File: src/rtl/video_stream_unpacker.sv
// Unpacks 32-bit AXI4-Stream words of packed 24-bit BGR (4 pixels per 3 words) into one pixel per handshake with x/y.
// Optional: define VIDEO_UNPACK_KEEP_CHECK_EN to flag accepted words with partial tkeep in err_keep.
module video_stream_unpacker #(
  parameter int X_SIZE = 640,
  parameter int Y_SIZE = 480
) (
  input  logic        aclk,
  input  logic        aresetn,
  input  logic [31:0] in_stream_tdata,
  input  logic [3:0]  in_stream_tkeep,
  input  logic        in_stream_tlast,
  input  logic        in_stream_tuser,
  input  logic        in_stream_tvalid,
  output logic        in_stream_tready,
  output logic [7:0]  r,
  output logic [7:0]  g,
  output logic [7:0]  b,
  output logic [9:0]  x,
  output logic [8:0]  y,
  output logic        pix_valid,
  input  logic        pix_ready,
  output logic [15:0] frame_count,
  output logic        err_sof,
  output logic        err_eol,
  output logic        err_keep,
  input  logic        err_clear
);

  localparam logic [1:0] PH0  = 2'd0;
  localparam logic [1:0] PH1  = 2'd1;
  localparam logic [1:0] PH2  = 2'd2;
  localparam logic [1:0] PH2B = 2'd3;

  localparam logic [9:0] X_LAST = 10'(X_SIZE - 1);
  localparam logic [9:0] X_TAIL = 10'(X_SIZE - 2);
  localparam logic [8:0] Y_LAST = 9'(Y_SIZE - 1);

  logic [1:0]  st_q, st_d;
  logic [15:0] res_q, res_d;
  logic [23:0] hold_q, hold_d;
  logic        eol_pend_q, eol_pend_d;
  logic [9:0]  px_q, px_d;
  logic [8:0]  py_q, py_d;
  logic [23:0] pix_q, pix_d;
  logic [9:0]  x_q, x_d;
  logic [8:0]  y_q, y_d;
  logic        vld_q, vld_d;
  logic [15:0] fc_q, fc_d;
  logic        err_sof_q, err_sof_d;
  logic        err_eol_q, err_eol_d;

  logic        out_free, tready, accept;
  logic        sof_resync, is_line_end, early_eol;
  logic [1:0]  st_e;
  logic [9:0]  px_e;
  logic [8:0]  py_e;
  logic [3:0][7:0] bytes;
  logic [23:0] dec_pix;

  function automatic logic [8:0] next_row(input logic [8:0] row);
    return (row == Y_LAST) ? 9'd0 : row + 9'd1;
  endfunction

  function automatic logic [18:0] advance(input logic [9:0] col, input logic [8:0] row);
    if (col == X_LAST) return {10'd0, next_row(row)};
    return {col + 10'd1, row};
  endfunction

  assign bytes = in_stream_tdata;

  always_comb begin
    out_free    = !vld_q || pix_ready;
    tready      = aresetn && out_free && (st_q != PH2B);
    accept      = in_stream_tvalid && tready;
    // A tuser word anywhere but the very start of a frame restarts decoding at (0,0)
    sof_resync  = in_stream_tuser && !(st_q == PH0 && px_q == 10'd0 && py_q == 9'd0);
    st_e        = sof_resync ? PH0   : st_q;
    px_e        = sof_resync ? 10'd0 : px_q;
    py_e        = sof_resync ? 9'd0  : py_q;
    is_line_end = (st_e == PH2) && (px_e == X_TAIL);
    early_eol   = in_stream_tlast && !is_line_end;
    case (st_e)
      PH0:     dec_pix = {bytes[2], bytes[1], bytes[0]};
      PH1:     dec_pix = {bytes[1], bytes[0], res_q[7:0]};
      default: dec_pix = {bytes[0], res_q[15:8], res_q[7:0]};
    endcase
  end

  always_comb begin
    st_d       = st_q;
    res_d      = res_q;
    hold_d     = hold_q;
    eol_pend_d = eol_pend_q;
    px_d       = px_q;
    py_d       = py_q;
    pix_d      = pix_q;
    x_d        = x_q;
    y_d        = y_q;
    vld_d      = vld_q;
    if (accept) begin
      vld_d        = 1'b1;
      pix_d        = dec_pix;
      x_d          = px_e;
      y_d          = py_e;
      {px_d, py_d} = advance(px_e, py_e);
      case (st_e)
        PH0: begin
          st_d  = PH1;
          res_d = {8'd0, bytes[3]};
        end
        PH1: begin
          st_d  = PH2;
          res_d = {bytes[3], bytes[2]};
        end
        default: begin
          st_d   = PH2B;
          res_d  = 16'd0;
          hold_d = {bytes[3], bytes[2], bytes[1]};
        end
      endcase
      if (early_eol) begin
        res_d = 16'd0;
        // The hold pixel is complete, so it still goes out before the line restarts
        if (st_e == PH2) begin
          eol_pend_d = 1'b1;
        end else begin
          st_d = PH0;
          px_d = 10'd0;
          py_d = next_row(py_e);
        end
      end
    end else if (st_q == PH2B && out_free) begin
      vld_d      = 1'b1;
      pix_d      = hold_q;
      x_d        = px_q;
      y_d        = py_q;
      st_d       = PH0;
      eol_pend_d = 1'b0;
      if (eol_pend_q) {px_d, py_d} = {10'd0, next_row(py_q)};
      else            {px_d, py_d} = advance(px_q, py_q);
    end else if (out_free) begin
      vld_d = 1'b0;
    end
  end

  always_comb begin
    fc_d      = fc_q;
    err_sof_d = err_clear ? 1'b0 : err_sof_q;
    err_eol_d = err_clear ? 1'b0 : err_eol_q;
    if (accept && in_stream_tuser) fc_d = fc_q + 16'd1;
    if (accept && sof_resync) err_sof_d = 1'b1;
    if (accept && (early_eol || (is_line_end && !in_stream_tlast))) err_eol_d = 1'b1;
  end

  always_ff @(posedge aclk) begin
    if (!aresetn) begin
      st_q       <= PH0;
      res_q      <= '0;
      hold_q     <= '0;
      eol_pend_q <= 1'b0;
      px_q       <= '0;
      py_q       <= '0;
      pix_q      <= '0;
      x_q        <= '0;
      y_q        <= '0;
      vld_q      <= 1'b0;
      fc_q       <= '0;
      err_sof_q  <= 1'b0;
      err_eol_q  <= 1'b0;
    end else begin
      st_q       <= st_d;
      res_q      <= res_d;
      hold_q     <= hold_d;
      eol_pend_q <= eol_pend_d;
      px_q       <= px_d;
      py_q       <= py_d;
      pix_q      <= pix_d;
      x_q        <= x_d;
      y_q        <= y_d;
      vld_q      <= vld_d;
      fc_q       <= fc_d;
      err_sof_q  <= err_sof_d;
      err_eol_q  <= err_eol_d;
    end
  end

`ifdef VIDEO_UNPACK_KEEP_CHECK_EN
  logic err_keep_q, err_keep_d;

  always_comb begin
    err_keep_d = err_clear ? 1'b0 : err_keep_q;
    if (accept && in_stream_tkeep != 4'hF) err_keep_d = 1'b1;
  end

  always_ff @(posedge aclk) begin
    if (!aresetn) err_keep_q <= 1'b0;
    else          err_keep_q <= err_keep_d;
  end

  assign err_keep = err_keep_q;
`else
  logic unused_keep;
  assign unused_keep = ^in_stream_tkeep;
  assign err_keep    = 1'b0;
`endif

  assign in_stream_tready = tready;
  assign r                = pix_q[23:16];
  assign g                = pix_q[15:8];
  assign b                = pix_q[7:0];
  assign x                = x_q;
  assign y                = y_q;
  assign pix_valid        = vld_q;
  assign frame_count      = fc_q;
  assign err_sof          = err_sof_q;
  assign err_eol          = err_eol_q;

endmodule

File: config.mk
export PLATFORM = sky130hd
export DESIGN_NAME = video_stream_unpacker
export DESIGN_NICKNAME = d
export VERILOG_FILES = /design/src/rtl/video_stream_unpacker.sv
export SDC_FILE = /design/constraint.sdc
export NUM_CORES = 1
export LEC_CHECK = 0
export ABC_AREA = 1
export CAP_MARGIN = 20
export CORE_MARGIN = 5
export CORE_UTILIZATION = 37
export CTS_BUF_LIST = sky130_fd_sc_hd__clkbuf_8
export CTS_CLUSTER_SIZE = 12
export DETAILED_ROUTE_END_ITERATION = 10
export SYNTH_ARGS = -nofsm -noshare
export SYNTH_HDL_FRONTEND = slang
export SYNTH_SLANG_ARGS = --single-unit
export TNS_END_PERCENT = 20
File: constraint.sdc
create_clock -name aclk -period 4.8 [get_ports aclk]
set_input_delay 0.48 -clock aclk [delete_from_list [all_inputs] [get_ports aclk]]
set_output_delay 0.48 -clock aclk [all_outputs]
set_load 0.02 [all_outputs]
**Word-level counts from Yosys, hierarchy flattened**

Cells that the tools add are included.

- Register bits after elaboration: 124
- Latch bits: 0
- RAM bits: 0
- Bits in read-only memories: 0
- Bits of input ports: 43
- Output and inout port bits: 64
- Word-level logic and storage cells: 111
- Memories: 0

- $add $sub $neg: 5
- $mul: 0
- Divide/modulo/power cells: 0
- Order comparisons: 0
- Equal/unequal tests: 11
- Shift-type cells: 0
- Mux-type cells: 49
- Bitwise logic cells: 1
- Reductions and logical operators: 32

Operators by type and width:

| cell | number |
|---|---|
| two-way mux 9 bit | 10 |
| two-way mux 10 bit | 8 |
| two-way mux 19 bit | 4 |
| two-way mux 24 bit | 2 |
| one-hot mux 24 bit (2 select lines) | 1 |
| one-hot mux 16 bit (2 select lines) | 1 |
| equality test 10 bit (second input constant) | 3 |
| adder 10 x 1 -> 10 bit (second input constant) | 2 |
| adder 9 x 1 -> 9 bit (second input constant) | 2 |
| equality test 9 bit (second input constant) | 2 |
| adder 16 x 1 -> 16 bit (second input constant) | 1 |
| two-way mux 1 bit | 16 |
| two-way mux 16 bit | 1 |
| logical AND 1 bit | 13 |
| zero test 10 bit | 1 |
| two-way mux 2 bit | 5 |
| zero test 9 bit | 1 |
| nonzero test 2 bit | 3 |
| nonzero test 3 bit | 2 |
| equality test 2 bit (second input constant) | 2 |
| zero test 1 bit | 4 |
| zero test 2 bit | 2 |
| inequality test 2 x 1 -> 1 bit (second input constant) | 2 |
| one-hot mux 2 bit (2 select lines) | 1 |
| 7 further kinds | 9 |

**Depth between registers and ports, before layout**

- Depth in word-level cells: 13
- Mapped depth: 20
- Mapped depth without buffers: 19

**Least setup slack after synthesis**

No wires, ideal clock.

- Kind: register to register
- From: register px_q[0]
- To: register res_q[6]
- Library setup time: 0.074 ns
- Arrival time: 2.708 ns
- Data required time: 4.726 ns
- Setup slack: 2.018 ns
- Stages on the path, launching flop included: 18
- Buffers on the path: 2
- Clock period less this slack: 2.782 ns
- Cells stage by stage: dfxtp_1 > inv_1 > ha_1 > nand2_1 > nor2_1 > nand3_1 > nand2_2 > inv_2 > clkbuf_1 > nor2_1 > inv_1 > ha_1 > nand4_1 > ha_1 > nor3_2 > buf_2 > nand2_1 > a31oi_1

- Longest elaborated chain between the ends: 11
- Elaborated cells between the ends (all ways): 16
- Classes of those cells: 3 x eq/ne; 4 x mux; 9 x reduce/logical

RTL lines:

| element | RTL line | RTL |
|---|---|---|
| start: declaration | 42 | `logic [9:0] px_q, px_d;` |
| start signal: assignment | 175 | `px_q <= px_d;` |
| zero test 10 bit | 76 | `sof_resync = in_stream_tuser && !(st_q == PH0 && px_q == 10'd0 && py_q == 9'd0);` |
| logical AND 1 bit (2 in series) | 76 |  |
| zero test 1 bit | 76 |  |
| logical AND 1 bit | 76 |  |
| two-way mux 10 bit / two-way mux 2 bit (equally long branches) | 78, 77 |  |
| equality test 10 bit / equality test 2 bit (equally long branches) | 80 | `is_line_end = (st_e == PH2) && (px_e == X_TAIL);` |
| logical AND 1 bit | 80 |  |
| zero test 1 bit | 81 | `early_eol = in_stream_tlast && !is_line_end;` |
| logical AND 1 bit | 81 |  |
| two-way mux 16 bit (*) | 121 | `if (early_eol) begin` |
| end signal: assignment | 172 | `res_q <= res_d;` |
| end: declaration | 39 | `logic [15:0] res_q, res_d;` |

Mark *: on every way between the ends. The rest lies on a longest branch, timed or not.
A chain may end at the register's enable or synchronous reset.

**Final worst setup path**

- From: register py_q[0]
- To: register px_q[1]

- Longest elaborated chain between the ends: 12
- Elaborated cells between the ends (all ways): 19
- Classes of those cells: 1 x add/sub; 3 x eq/ne; 8 x mux; 7 x reduce/logical

RTL lines:

| element | RTL line | RTL |
|---|---|---|
| start: declaration | 43 | `logic [8:0] py_q, py_d;` |
| start signal: assignment | 176 | `py_q <= py_d;` |
| zero test 9 bit (*) | 76 |  |
| logical AND 1 bit (*) | 76 |  |
| zero test 1 bit (*) | 76 |  |
| logical AND 1 bit (*) | 76 |  |
| branches (longest 6 deep; another with adder 10 x 1 -> 10 bit) | - |  |
| two-way mux 10 bit (*) | 121 |  |
| two-way mux 10 bit (*) | 100 | `if (accept) begin` |

Every way passes the cells marked *. The select of a mux whose other input is x is not followed.

==> impl_metrics.py <==
metrics = {
    "worst_setup_path": {
        "regToRegEndpoint": "px_q[1]",
        "slowest_delay_ns": 0.43,
        "path_class": "flip-flop to flip-flop",
        "cp_max_fo": 21,
        "crit_chain": "inv_1 > ha_1 > nand2_1 > nor2_1 > nand3_1 > nand2_2 > inv_2 > nor2_1 > inv_1 > ha_1 > nand4_1 > ha_1 > nand2_2 > inv_2 > nor2_4 > nand2_2 > inv_2 > nand2_1 > a31oi_1",
        "startpoint_type": "flip-flop",
        "worst_setup_path_end_kind": "flip-flop",
        "cpMaxStageDelayCell": "dfxtp_1",
        "crit_arrival_ns": 3.77,
        "ff2ff_path_depth": 19,
        "crit_required_ns": 5.15,
        "worstReg2RegStart": "py_q[0]",
        "r2r_slack_ns": 1.39,
    },
    "cts": {
        "hold_buffers": 0,
        "clock_path_buffers": 2,
        "clk_pin_slew_ns": 0.08,
        "root_buffer": "clkbuf_8",
        "cts_resized": 0,
        "tritoncts": "yes",
        "htreeDepth": 4,
        "cts_setup_buffers": 0,
        "cts_buffers": 17,
        "clk_latency_ns": 0.44,
        "clock-sinks": 124,
    },
    "grt": {
        "grt_usage_pct": 18.9,
        "antenna_found_initial": 1,
        "grt_pass1_wl_um": 30300,
        "grt_max_degree": 78,
        "gr-total-overflow": 0,
        "grt_pass1_vias": 5777,
    },
    "floorplan": {
        "die_y_um": 141,
        "pin_count": 107,
        "num_rows": 47,
        "core-area_um2": 16700,
        "die_x_um": 141,
        "floorplan.die_area_um2": 19800,
        "floorplan.initialDensity_pct": 37.9,
    },
    "placed_design": {
        "finalWeightedCongestion": 0.901,
        "placed_cells": 1196,
        "port_buffers": 101,
        "place_hpwl_um": 12900,
    },
    "pwr": {
        "p_per_area_nw_per_um2": 310,
        "p_leak_uw": 0.00292,
        "ir_drop_uv": 203,
    },
    "sta": {
        "period_share_pct": 71.1,
        "post-route-min-period_ns": 3.41,
        "hold_viol": 0,
        "fmax_ghz": 0.293,
        "grt_setup_unrepaired": "no",
        "finalSetupTns_ns": 0,
        "finalSetupViolCount": 0,
        "drv_slew": 0,
        "clock_skew_ns": 0.0141,
        "max_slew_margin_pct": 41.6,
        "tightest_slew_ns": 0.875,
    },
    "layout": {
        "n_antenna_cell": 0,
        "layout-drive-gt1-share_pct": 6.85,
        "fill_cells": 1811,
        "syn2layout_area_growth_pct": 24.2,
        "final-instance-count-excl-fill": 1228,
        "nets": 1047,
    },
    "synth": {
        "postSynthCellCount": 922,
        "yosys.area.top_type_share_pct": 39.2,
        "yosys.area.top_type": "dfxtp_1",
        "synth.most_common_cell": "nand2_1",
        "yosysUniqueCellTypes": 42,
        "synthArstFlopShare_pct": 0,
        "synth_nets": 974,
        "yosys-top-cells-count": "nand2_1 (215), dfxtp_1 (124), a21oi_1 (109)",
        "synth_top_cells_by_area": "dfxtp_1 (39%), nand2_1 (13%), a21oi_1 (8.6%), o21ai_0 (5.8%), nand3_1 (5.7%)",
        "synth-main-ff-cell": "dfxtp_1",
        "synth-edff-count": 0,
        "yosysWarningCount": 0,
        "synth_seq_cells": 124,
        "syn_area_um2": 6330,
        "synth.avg_cell_area_um2": 6.87,
        "seq_area_frac_synth_pct": 39.2,
    },
    "routing": {
        "vias": 6392,
        "postRouteAntennaNets": 0,
        "wl_per_cell_um": 15.5,
        "drcViolationCount": 0,
        "finalWirelength_um": 19000,
        "drtIter0Drc": 435,
        "avgViaCountPerCell": 5.21,
        "firstDrtPassIters": 5,
    },
    "status": {
        "status": "finished clean",
    },
    "min_path": {
        "hold_depth": 2,
        "hp-start": "hold_q[10]",
        "min_to": "hold_q[10]",
        "hp-class": "flip-flop to flip-flop",
    },
    "flow_run": {
        "max_cap_viol_count": 0,
    },
}
critical path: cells and delay by family, from the launching register on:
kind	cells	cell delay, ns
adder cells (fa/ha/maj)	3	0.65
AND/OR/NAND/NOR	10	1.28
buffers and inverters	5	0.81
flip-flops	1	0.43
AO/OA/AOI/OAI	1	0.14
how the worst max path moves through the flow:
stage / cells past startpoint / startpoint / to / slack [ns]
CTS: 19 / py_q[0] / px_q[1] / 1.36
floorplan: 17 / px_q[0] / res_q[6] / 2.02
global route: 19 / py_q[0] / px_q[1] / 1.02
detailed placement: 10 / aresetn / py_q[5] / 1.18
finish: 19 / py_q[0] / px_q[1] / 1.39
global placement: 10 / aresetn / py_q[5] / 1.19
final cells by class:
| class | instances | area, um2 | share of cell area (%) |
|---|---|---|---|
| multi-input combinational | 666 | 3330 | 42.3 |
| clock inverter | 14 | 170 | 2.16 |
| tap | 220 | 275 | 3.50 |
| clock buffer | 18 | 248 | 3.15 |
| inverter | 78 | 293 | 3.72 |
| timing repair buffer | 108 | 1060 | 13.5 |
| sequential | 124 | 2480 | 31.6 |
report_power, final:
part	internal, uW	switching [uW]
registers	1070	32.1
clock network	528	453
logic	137	216
total	1730	701
registers in the layout, summed over array words and instances, names as in the netlist:
name,count
eol_pend_q,1
px_q,10
y,9
x,10
py_q,9
err_sof,1
st_q,2
res_q,16
err_eol,1
pix_q,24
pix_valid,1
frame_count,16
hold_q,24
per-stage QoR:
step | total power [uW] | area (um2) | hold WS [ns] | worst slack (ns) | utilization [%]
final | 2430 | 7860 | 0.463 | 1.39 | 47.1
after global routing | 2540 | 7860 | 0.475 | 1.02 | 47.1
after CTS | 2450 | 7860 | 0.462 | 1.36 | 47.1
after detailed placement | 1480 | 7440 | 0.449 | 1.18 | 44.6
after global placement | 1480 | 7440 | 0.446 | 1.19 | 44.6
after floorplan | 1330 | 6330 | 0.438 | 2.02 | -
layer usage:
metal	wire length, um	track usage (%)	up-vias	part of all wire, %
met5	13	0	-	0.069
met4	384	5.92	2	2.0
met3	1010	4.74	29	5.3
met2	9080	31.1	173	48
met1	8490	24.6	2944	45
li1	-	-	3244	-
cell usage in the layout (no fill, tap or decap), types with 2 or more instances in the layout:
cell type	Yosys	routed
nor3_1	8	8
a21oi_1	109	109
xor2_1	8	8
bufinv_16	0	3
nor2_4	4	4
clkbuf_8	0	18
nor2_1	66	66
o22ai_1	17	17
o2bb2ai_1	8	8
buf_4	1	7
o21ai_0	74	74
nand2_1	215	214
nand2_2	6	7
nand3_2	5	5
clkinvlp_4	0	3
o21ai_1	11	11
a31oi_1	26	26
nor2_8	2	2
nand4_1	8	8
nand3_1	72	72
ha_1	9	9
clkinv_4	0	4
dfxtp_1	124	124
clkinv_2	0	2
clkdlybuf4s50_1	0	101
inv_2	8	8
inv_1	69	70
o21a_1	2	2
nand3b_1	2	2
logic make-up (layout without fill, tap and decap cells):
group / count (synthesis) / after routing / share of synthesized area [%]
buffers and inverters: 132 / 218 / 8.26
adders and majority gates: 9 / 9 / 1.78
and+or+nand+nor: 395 / 395 / 27.7
xor gates and xnor gates: 9 / 9 / 1.25
DFF: 124 / 124 / 39.2
other: 1 / 1 / 0.0592
AOI/OAI and AO/OA: 252 / 252 / 21.7
Note: power is estimated with default switching activity, not from simulation.
